--- src/rtl/cache_axi_rdmst.sv ---
// cache_axi_rdmst
// ---------------
// Memory-side read master for the input cache. Each cache refill request
// (rreq/radr) becomes exactly one AXI4 INCR read burst of NTFR 64-bit beats.
// Every returned beat is handed back to the cache as a one-cycle rack strobe,
// with its data on rdata. There is one cache client and at most one burst in
// flight.
//
// Parameters
//   NTFR  beats per burst (power of 2, 2..256); burst size is NTFR*8 bytes
//   AW    AXI address width
//
// Ports
//   clk, xrst          clock, asynchronous active-low reset
//   base_adr           tensor base byte address, sampled when a request is accepted
//   rreq, radr         refill request level and burst start byte offset
//   rack, rdata        beat strobe and beat data back to the cache (registered)
//   m_ar*              AXI read-address channel (len/size/burst are constants)
//   m_r*               AXI read-data channel
//   err                sticky response/last-beat error flag
//
// Build option
//   RDMST_ERRCHK_EN    when defined, err latches on any accepted beat that has
//                      a non-OKAY m_rresp, or whose m_rlast disagrees with the
//                      beat count. When undefined, err is tied low and
//                      m_rresp/m_rlast are ignored.

module cache_axi_rdmst #(
  parameter int NTFR = 64,
  parameter int AW   = 32
) (
  input  logic          clk,
  input  logic          xrst,
  input  logic [AW-1:0] base_adr,
  input  logic          rreq,
  input  logic [23:0]   radr,
  output logic          rack,
  output logic [63:0]   rdata,
  output logic [AW-1:0] m_araddr,
  output logic [7:0]    m_arlen,
  output logic [2:0]    m_arsize,
  output logic [1:0]    m_arburst,
  output logic          m_arvalid,
  input  logic          m_arready,
  input  logic [63:0]   m_rdata,
  input  logic [1:0]    m_rresp,
  input  logic          m_rlast,
  input  logic          m_rvalid,
  output logic          m_rready,
  output logic          err
);

  localparam int OFFW = $clog2(NTFR * 8);
  localparam int CW   = $clog2(NTFR);
  localparam logic [CW-1:0] LASTCOUNT = CW'(NTFR - 1);

  typedef enum logic [1:0] {IDLE, ADDR, DATA} state_t;

  state_t        state, stateNext;
  logic [CW-1:0] count, countNext;
  logic          arvalidNext, rreadyNext, rackNext;
  logic [63:0]   rdataNext;
  logic [AW-1:0] araddrNext;
  logic [23:0]   radrAligned;
  logic          beat, lastBeat;

  assign m_arlen   = 8'(NTFR - 1);
  assign m_arsize  = 3'b011;
  assign m_arburst = 2'b01;

  // Bursts are always aligned to their own size, so the low offset bits of the
  // cache address are dropped; this also keeps every burst inside one 4 KB page.
  assign radrAligned = {radr[23:OFFW], {OFFW{1'b0}}};

  // m_rready is only high in DATA, so a handshake implies we are in DATA.
  assign beat     = m_rvalid && m_rready;
  assign lastBeat = (count == LASTCOUNT);

  // State register plus all registered outputs.
  always_ff @(posedge clk or negedge xrst) begin
    if (!xrst) begin
      state     <= IDLE;
      count     <= '0;
      m_arvalid <= 1'b0;
      m_rready  <= 1'b0;
      m_araddr  <= '0;
      rack      <= 1'b0;
      rdata     <= '0;
    end else begin
      state     <= stateNext;
      count     <= countNext;
      m_arvalid <= arvalidNext;
      m_rready  <= rreadyNext;
      m_araddr  <= araddrNext;
      rack      <= rackNext;
      rdata     <= rdataNext;
    end
  end

  // Next-state and next-output logic. IDLE is re-entered only after the final
  // beat, so an rreq still held high from the burst just finished can never be
  // taken twice; a genuinely new rreq in IDLE is accepted straight away.
  always_comb begin
    stateNext   = state;
    countNext   = count;
    arvalidNext = m_arvalid;
    rreadyNext  = m_rready;
    araddrNext  = m_araddr;
    rackNext    = 1'b0;
    rdataNext   = rdata;
    case (state)
      IDLE: begin
        if (rreq) begin
          araddrNext  = base_adr + AW'(radrAligned);
          arvalidNext = 1'b1;
          countNext   = '0;
          stateNext   = ADDR;
        end
      end
      ADDR: begin
        if (m_arvalid && m_arready) begin
          arvalidNext = 1'b0;
          rreadyNext  = 1'b1;
          stateNext   = DATA;
        end
      end
      DATA: begin
        if (beat) begin
          rackNext  = 1'b1;
          rdataNext = m_rdata;
          countNext = count + 1'b1;
          if (lastBeat) begin
            rreadyNext = 1'b0;
            stateNext  = IDLE;
          end
        end
      end
      default: stateNext = IDLE;
    endcase
  end

`ifdef RDMST_ERRCHK_EN
  logic beatBad;
  logic unusedRadrLow;

  assign beatBad       = (m_rresp != 2'b00) || (m_rlast != lastBeat);
  assign unusedRadrLow = ^radr[OFFW-1:0];

  // Sticky error flag; the burst itself still runs to its beat count so a
  // misbehaving slave cannot hang the cache.
  always_ff @(posedge clk or negedge xrst) begin
    if (!xrst) begin
      err <= 1'b0;
    end else if (beat && beatBad) begin
      err <= 1'b1;
    end
  end
`else
  logic unusedInputs;

  assign unusedInputs = ^{m_rresp, m_rlast, radr[OFFW-1:0]};
  assign err          = 1'b0;
`endif

endmodule

--- config.mk ---
export PLATFORM = sky130hd
export DESIGN_NAME = cache_axi_rdmst
export DESIGN_NICKNAME = d
export VERILOG_FILES = /design/src/rtl/cache_axi_rdmst.sv
export SDC_FILE = /design/constraint.sdc
export NUM_CORES = 1
export LEC_CHECK = 0
export CAP_MARGIN = 20
export CORE_UTILIZATION = 35
export CTS_CLUSTER_SIZE = 20
export DETAILED_ROUTE_END_ITERATION = 7
export HOLD_SLACK_MARGIN = 0.1
export PLACE_DENSITY = 0.7
export SLEW_MARGIN = 5
export SYNTH_ARGS = -nofsm -noshare
export SYNTH_HDL_FRONTEND = slang
export SYNTH_SLANG_ARGS = --single-unit
--- constraint.sdc ---
create_clock -name clk -period 2.6 [get_ports clk]
set_input_delay 0.78 -clock clk [delete_from_list [all_inputs] [get_ports clk]]
set_output_delay 0.78 -clock clk [all_outputs]
set_load 0.02 [all_outputs]
; ---- Word-level counts from Yosys, hierarchy flattened
; Cells that the tools add are included.
[classes]
n_addsub = 2
n_eq_ne = 7
muxes = 17
reduce_logical = 12
[ops]
columns = cell, n
row1 = $add 32x24->32, 1
row2 = $mux 6, 2
row3 = $pmux 6 s2, 1
row4 = $mux 2, 4
row5 = $ne 2x2->1 const B, 4
row6 = $reduce_and 4->1, 2
row7 = $mux 1, 7
row8 = $add 6x1->6 const B, 1
row9 = $eq 6x6->1 const B, 1
row10 = $pmux 2 s3, 1
row11 = $reduce_and 3->1, 2
row12 = $reduce_bool 2->1, 3
row13 = $pmux 1 s2, 2
row14 = $reduce_and 2->1, 2
row15 = $eq 2x1->1 const B, 1
row16 = $eq 2x2->1 const B, 1
row17 = $logic_and 1x1->1, 2
row18 = $logic_not 2->1, 1
[word_totals]
ff_bits = 107
in_bits = 128
output_inout_bits = 113
word_cells = 45

; ---- Longest topological paths before layout
; Gate-level depths: netlist of the first run.
[depth]
ltp_word = 4
mapped_depth = 10
ltp_nobuf = 10

; ---- Worst setup path before layout of the first run
; Ideal clock, no wire load.
[synth_path]
kind = input to register
start = input port base_adr[9]
end = register m_araddr[25]
setup_ns = 0.130
arrival_ns = 2.417
required_ns = 2.470
path_slack_ns = 0.053
cell_stages = 10
n_path_buf = 0
cell_sequence = ha_1 -> inv_1 -> fa_1 -> and2b_1 -> o2111ai_2 -> a21oi_2 -> nor2_2 -> o31ai_2 -> xnor2_1 -> o21ai_1
[synth_between]
elab_chain_len = 1
[synth_lines]
columns = element, line
row1 = start: declaration, 34  ; input logic [AW-1:0] base_adr,
row2 = $add 32x24->32, 114  ; araddrNext = base_adr + AW'(radrAligned);
row3 = end signal: assignment, 94  ; m_araddr <= araddrNext;
row4 = end: declaration, 39  ; output logic [AW-1:0] m_araddr,
; Every way passes these cells.
; A chain may end at the register's enable or synchronous reset.

; ---- Worst setup path in the final report of the first run
[layout_path]
start = input port base_adr[17]
end = register m_araddr[23]
; Same word-level chain as after synthesis.

==> results.md, run 1 <==
- Global routing finished with a remaining overflow of 0.
- The max-slew violation total from the final report is 0.
- In this run the critical register-to-register path is captured at count[4]$_DFFE_PN0P_.
- Once detail routing completed, the nets flagged for antenna violations numbered 0.
- The number of cells in the design after placement is 966.
- Clock skew on the completed layout was measured at 7.583 ps.
- Wires add up to 13.55 mm.
- The placeable core region is 0.01399 mm².
- The async set or reset register ratio after synthesis is 100.0%.
- At the end of the flow, the number of nets in the layout was 945.
- Synthesis inferred 107 register bits.
- For this run, design rule violations remaining after detail routing come to 0.
- Among all flip-flop cells after synthesis, the most frequent one is sky130_fd_sc_hd__dfrtp_1.
- The weighted congestion at the end of routability-driven global placement is 0.8900.
- The flow ran to the end, and the final reports show no timing, DRC or antenna violations.
- The initial utilization of the core area, before any placement, comes to 36.21%.
- The H-tree level count is 3.
- The total of hold buffers inserted after clock tree synthesis is 0.
- Compared with the post-synthesis result, the final layout area differs by 57.44%.
- The number of warnings issued by yosys is 0.
- The via count of the first global-routing pass is 4504.
- The leakage power total is 3.727 nW.
- Data arrives at the worst endpoint at 2790 ps.
- The routed layout has 4588 vias.
- Clock tree synthesis inserted a total of 9 buffers.
- The period utilization is 97.62%.
- After technology mapping, the gate count stands at 561.
- The count of antenna diodes in the layout is 0.
- The maximum buffer depth of the clock tree is 2.
- The register-to-register path setup slack is 910 ps.
- The per-cell via count in the routed design is 4.658.
- The clock insertion delay at the later pin of the skew report is 340 ps.
- The overall global routing resource usage is 18.21%.
- For this design the ratio of total power to cell area is 1026 mW/mm².
- The data required time of the critical path is 2850 ps.
- The sequential area share after synthesis is 52.87%.
- The number of antenna violations at the first check in global routing was 0.
- The netlist area before placement is 0.005065 mm².
- The capture endpoint of the worst hold path is rdata[8]$_DFFE_PN0P_.
- The clock-pin slew of the registers on the worst-case setup and hold paths is 70 ps.
- The number of maximum-capacitance violations is 0.
- Port buffering added 214 buffers.
- The worst hold path begins at rdata[8]$_DFFE_PN0P_.
- The path type of the worst setup path is in2reg.
- After the flow finishes, the layout carries non-filler instances totaling 985.
- The detailed-router iteration count before antenna repair is 4.
- Entering global routing, the biggest net connects 108 pins.
- In this run the critical register-to-register path is launched from state[0]$_DFFE_PN0P_.
- The top-level I/O count is 241.
- The TritonCTS clock tree is built.
- After the first detailed-routing iteration, the DRC count stood at 235.
- The endpoint type of the worst setup path is a flop.
- The first-pass GRT wire length is 21.54 mm.
- Cells fill 57.00% of the core in the end.
- STA classifies the critical path startpoint as an input pin.
- The number of failing hold endpoints at the final stage is 0.
- The floorplan step set the die width to 122.3 µm.
- The vertical die dimension is 122.3 µm.
- In the final layout, the share of cells above drive strength 1 is 11.30%.
- The tree built by TritonCTS fans out to 107 sinks.
- The transition at the pin with the smallest max-transition slack is 592.4 ps.
- The worst path needs 2538 ps of the cycle, external delays included.
- The logic depth of the worst register-to-register path is 8.
- Yosys mapped the design onto 47 distinct sky130hd cell types.
- The number of enable flip-flop cells after synthesis is 0.
- The root buffer cell is sky130_fd_sc_hd__clkbuf_16.
- The worst hold slack is 474.4 ps.
- Derived from the worst setup path, the maximum achievable clock frequency is 0.3940 GHz.
- Row generation in the floorplan step produced 43 rows.
- Once detailed placement completed, the half-perimeter wirelength came to 9.852 mm.
- The cell depth of the worst hold path is 2.
- The number of setup violations in the final report is 0.
- The min-delay analysis places its worst path in the category reg2reg.
- Measured against its own limit, the worst slew margin works out to 60.51%.
- The synthesized area divided by synthesized cell count is 9.028 µm².
- After detailed routing, the average wire length per cell comes to 13.76 µm.
- Along the worst path, the maximum fanout reaches 5.
- The floorplan step defined a die boundary enclosing 0.01496 mm².
- The maximum ir drop on the vdd rail is 0.6340 mV.
==> timing repair <==
action                                  CTS  global route
buffers inserted                          2             1
gates resized for setup                  10            14
pin swaps                                11             8
endpoints found under the setup margin   13             7
==> cells by family (layout without fill, tap and decap cells) <==
group                    after synthesis  after routing  share of synthesized area, %
adder cells (fa/ha/maj)               17             17                         4.348
AO/OA/AOI/OAI                         87             87                         10.82
XOR/XNOR                              19             19                         3.286
other                                  2             14                        0.1483
multiplexers                          12             12                         2.643
AND/OR/NAND/NOR                      271            271                         21.25
flip-flops                           107            107                         52.87
buffers and inverters                 46            278                         4.644
==> state kept, by name, summed over array words and instances, names as in the netlist <==
register	count
rdata	64
m_rready	1
m_arvalid	1
count	6
m_araddr	32
rack	1
state	2
==> cell type report <==
type | count | area, µm²
Clock inverter | 5 | 62.56
Inverter | 10 | 37.54
Timing Repair Buffer | 252 | 2450
Multi-Input combinational cell | 420 | 2278
Clock buffer | 11 | 242.7
Tap cell | 180 | 225.2
Sequential cell | 107 | 2678
Fill cell | 1251 | 6015
==> stage by stage <==
step	setup slack, ps	instance area [µm²]	setup TNS [ps]	total power (W)
2_1_floorplan	53.26	5110	0	0.004755
6_report	61.95	7974	0	0.008185
5_1_grt	-2.021	7974	-2.021	0.008708
4_1_cts	-30.13	7914	-30.13	0.008277
3_3_place_gp	-567.0	7585	-6939	0.006754
3_5_place_dp	-664.7	7585	-7776	0.006839
==> placed cells by master, fill, tap and decap left out, drive strengths merged, types with 2 or more instances in the layout <==
cell type and count:
inv 10, nand4 4, xor2 6, conb 14
nand3 10, o21ai 37, clkinvlp 2, nor3 6
and3 3, o31ai 3, xnor2 13, clkinv 2
a21oi 24, nand2 232, buf 39, nor2b 2
dfrtp 107, clkbuf 13, mux2 11, o21a 2
nor2 10, dlygate4sd2 2, o21bai 5, ha 16
clkdlybuf4s50 209, a21o 6
==> routing by layer <==
layer | part of all wire (%) | up-vias | global-route usage (%)
met5 | 0 | - | 0
met4 | 1.9 | 0 | 7.317
met3 | 6.0 | 20 | 3.671
met2 | 50 | 145 | 29.71
met1 | 43 | 2145 | 23.63
li1 | - | 2278 | -
==> cell usage after synthesis (3+ instances only) <==
cell type,number,area share (%)
sky130_fd_sc_hd__dfrtp_1,107,53
sky130_fd_sc_hd__xor2_1,6,1.0
sky130_fd_sc_hd__nand2_1,231,17
sky130_fd_sc_hd__o21ai_1,7,0.69
sky130_fd_sc_hd__buf_2,8,0.79
sky130_fd_sc_hd__nand3_1,10,0.99
sky130_fd_sc_hd__o21bai_1,5,0.74
sky130_fd_sc_hd__o21ai_0,29,2.9
sky130_fd_sc_hd__a21o_1,5,0.74
sky130_fd_sc_hd__nor3_1,6,0.59
sky130_fd_sc_hd__buf_1,3,0.22
sky130_fd_sc_hd__and3_1,3,0.37
sky130_fd_sc_hd__xnor2_1,13,2.2
sky130_fd_sc_hd__nor2_1,9,0.67
sky130_fd_sc_hd__a21oi_1,23,2.3
sky130_fd_sc_hd__ha_1,16,4.0
sky130_fd_sc_hd__clkbuf_1,11,0.82
sky130_fd_sc_hd__inv_1,10,0.74
sky130_fd_sc_hd__mux2_2,11,2.4
sky130_fd_sc_hd__buf_4,14,2.1
sky130_fd_sc_hd__nand4_1,4,0.49
==> where the power goes <==
group          internal, W  switching [W]  total [W]
clock network     0.000777       0.000616    0.00139
logic              0.00192        0.00202    0.00394
registers          0.00242       0.000431    0.00285
total              0.00512        0.00306    0.00819
==> worst max-delay path, stage by stage <==
cell,delay [ps]
sky130_fd_sc_hd__clkdlybuf4s50_1,520
sky130_fd_sc_hd__ha_4,230
sky130_fd_sc_hd__a21oi_2,160
sky130_fd_sc_hd__a21oi_1,80
sky130_fd_sc_hd__or2_2,350
sky130_fd_sc_hd__o21bai_4,180
sky130_fd_sc_hd__a21oi_2,90
sky130_fd_sc_hd__o21a_1,170
sky130_fd_sc_hd__o31ai_1,220
==> how the worst max path moves through the flow <==
stage            startpoint                       end  slack, ps  cells past startpoint
2_1_floorplan   base_adr[9]  m_araddr[25]$_DFFE_PN0P_         50                     10
3_3_place_gp    base_adr[9]  m_araddr[23]$_DFFE_PN0P_       -570                     11
3_5_place_dp    base_adr[9]  m_araddr[23]$_DFFE_PN0P_       -660                     11
4_1_cts        base_adr[17]  m_araddr[23]$_DFFE_PN0P_        -30                      9
5_1_grt        base_adr[17]  m_araddr[23]$_DFFE_PN0P_         -2                      9
6_report       base_adr[17]  m_araddr[23]$_DFFE_PN0P_         60                      9
No activity file was read; power rests on OpenSTA's default activity.
==> run 2: changes to the inputs <==
Settings changed: CORE_UTILIZATION 35 to 44, PLACE_DENSITY 0.7 to 0.85.
==> results.md, run 2 (synthesized netlist as in run 1, its figures left out) <==
- STA classifies the critical path startpoint as an input pin.
- The final setup slack of the worst path is 37.19 ps.
- The footprint of the flip-flops and latches is 0.002678 mm².
- In the layout the commonest cells are sky130_fd_sc_hd__nand2_1, sky130_fd_sc_hd__clkdlybuf4s50_1, sky130_fd_sc_hd__dfrtp_1.
- The number of standard cells in the layout, taps in and fillers out is 945.
- The final-layout setup total negative slack is 0 ps.
- The die is 109.3 µm wide.
- The first-pass GRT wire length is 21.76 mm.
- Setup violations remaining at the end of the flow were counted as 0.
- The final layout contains 945 nets.
- From synthesis to final layout, the design area changed by 55.93%.
- The die covers 0.01194 mm².
- The clock passes through at most 2 buffers.
- VDD sags by at most 0.5993 mV.
- Summing all multi-input logic gate instances after layout gives 0.002261 mm².
- Leaving out fill and tap cells, the most frequent cell in the layout is sky130_fd_sc_hd__nand2_1.
- The detail-routed net length per standard cell is 15.16 µm.
- Once the floorplan was initialized, standard cells occupied 45.92% of the core.
- During placement, the flow inserted port buffers numbering 214.
- The most numerous cell on the critical path is sky130_fd_sc_hd__a21oi_2.
- The repair_antennas step left the layout with diodes totalling 0.
- The logic depth of the worst register-to-register path is 4.
- The detailed-router iteration count before antenna repair is 5.
- CTS built an H-tree with a depth of 3.
- The combined buffer and inverter count along the critical path is 1.
- Across all layers, the routed design uses 4809 vias.
- The overflow left after global routing is 0.
- The signal on the critical path passes through clkdlybuf4s50_1, ha_4, a21oi_2, a21oi_1, or2_2, o21bai_1, a21oi_2, o21a_1, o31ai_1.
- The leakage power total is 3.726 nW.
- For the pin with the worst max-slew slack, the measured transition is 649.0 ps.
- The launch instance of the worst register-to-register path is state[0]$_DFFE_PN0P_.
- Entering global routing, the biggest net connects 67 pins.
- The TritonCTS clock tree is built.
- The number of DRC violations after detailed-routing iteration 0 is 289.
- Global routing used 23.49% of the available tracks across all layers.
- The via count of the first global-routing pass is 4714.
- The flow ran to the end, and the final reports show no timing, DRC or antenna violations.
- The max-slew violation total from the final report was 0.
- Across the run, the number of max-cap violations was 0.
- The cell sitting at the root of the clock tree is a sky130_fd_sc_hd__clkbuf_16.
- The number of antenna violations at the first check in global routing was 0.
- The floorplan step defined a core boundary enclosing 0.01103 mm².
- The fraction of layout instances using a drive strength above 1 is 11.30%.
- The clock insertion delay at the later pin of the skew report is 340 ps.
- The post-route DRC violation count is 0.
- The capture point of the worst path is m_araddr[23]$_DFFE_PN0P_.
- The path type of the worst setup path is in2reg.
- In the routed layout, each cell is associated on average with a via count of 5.089.
- Clock-pin slew was measured on the worst setup and hold paths at 70 ps.
- The congestion estimate from routability-driven global placement came to 0.9241.
- The power per standard cell area is 1041 mW/mm².
- The minimum setup slack after placement is -612.2 ps.
- The critical path starts at base_adr[17].
- The worst-case headroom to the max-slew limit is 56.73%.
- The top-level I/O count is 241.
- The floorplan has 38 rows.
- The total of hold buffers inserted after clock tree synthesis is 0.
- The clock net in this run drives a total of 107 sinks.
- The endpoint identified for the worst register-to-register timing path is count[3]$_DFFE_PN0P_.
- The kind of cell with the highest combined delay on the critical path is compound AO/OA/AOI/OAI gates.
- The fmax is 0.3902 GHz.
- Subtracting the final worst setup slack from the clock period gives 2563 ps.
- The floorplan step set the die height to 109.3 µm.
- The worst hold path belongs to the class in2async.
- Of the available clock period, the critical path in the final layout requires 98.57%.
- After filler insertion, the fill cell instance count of the layout stands at 844.
- The register with the most flip-flops is rdata.
- The worst hold slack is 409.5 ps.
- The flip-flop count of the largest register after layout is 64.
- On the critical path, the stage with the largest delay is an instance of sky130_fd_sc_hd__clkdlybuf4s50_1.
- The arrival time at the worst endpoint is 2820 ps.
- The sum of routed wire length over all layers is 14.33 mm.
- TritonCTS created 9 clock buffers.
- The count of antenna-violating nets left after detailed routing is 0.
- The worst stage delay on the critical path is 520 ps.
- The end-of-flow core utilization is 71.60%.
- The number of cells in the design after placement is 927.
- Summed over all nets, the half-perimeter wirelength after detailed placement is 10.49 mm.
- The data required time of the critical path is 2850 ps.
- Along the worst path, the maximum fanout reaches 5.
- In the final layout, the registers with the most flip-flops are rdata x64, m_araddr x32, count x6.
- The endpoint type of the worst setup path is a flop.
- The count of cell instances traversed by the critical path is 9.
- The register-to-register path setup slack is 910 ps.
- The number of failing hold endpoints at the final stage is 0.
- The worst setup skew after layout is 4.353 ps.
[run 2: area by class of cell]
| class | count | area share, % |
|---|---|---|
| clock inverter | 4 | 0.6337 |
| sequential | 107 | 33.90 |
| clock buffer | 12 | 3.121 |
| inverter | 10 | 0.4753 |
| timing repair buffer | 252 | 31.02 |
| multi-input combinational | 420 | 28.63 |
| tap | 140 | 2.218 |
[run 2: power breakdown]
part | internal [W] | switching [W] | leakage [nW]
logic | 0.00192 | 0.00206 | 2.21
registers | 0.00242 | 0.000446 | 1.38
clock network | 0.000773 | 0.000595 | 0.139
[run 2: worst min-delay path by stage]
stage,start,endpoint,slack (ps),cells past startpoint
after floorplan,count[5]$_DFFE_PN0P_,count[5]$_DFFE_PN0P_,450,1
after global routing,xrst,m_araddr[5]$_DFFE_PN0P_,460,1
final,xrst,m_araddr[4]$_DFFE_PN0P_,410,1
after detailed placement,rdata[62]$_DFFE_PN0P_,rdata[62]$_DFFE_PN0P_,460,2
after global placement,rdata[9]$_DFFE_PN0P_,rdata[9]$_DFFE_PN0P_,460,2
after CTS,xrst,rdata[29]$_DFFE_PN0P_,440,1
[run 2: worst register-to-register path, cell delays in order, from the launching register on]
cell	delay, ps
sky130_fd_sc_hd__dfrtp_1	490
sky130_fd_sc_hd__nor2b_1	220
sky130_fd_sc_hd__nand3_2	160
sky130_fd_sc_hd__buf_4	350
sky130_fd_sc_hd__o31ai_1	370
[run 2: through the flow]
stage               power, W  instance area [µm²]
CTS                 0.008273                 7848
finish              0.008223                 7898
global route        0.008692                 7898
detailed placement  0.006874                 7540
global placement    0.006712                 7540
floorplan           0.004755                 5110
[run 2: layer usage]
metal	global-route usage (%)	vias up	wire length [µm]
met3	4.149	27	858
met5	0	-	0
li1	-	2276	-
met4	10.10	0	368
met2	42.63	187	7557
met1	27.11	2319	5545
[run 2: what timing repair did]
action / 4_1_cts / 5_1_grt
endpoints found under the setup margin: 9 / 9
pin swaps: 11 / 12
cloned: 0 / 0
resized for setup: 8 / 16
buffers inserted: 1 / 1
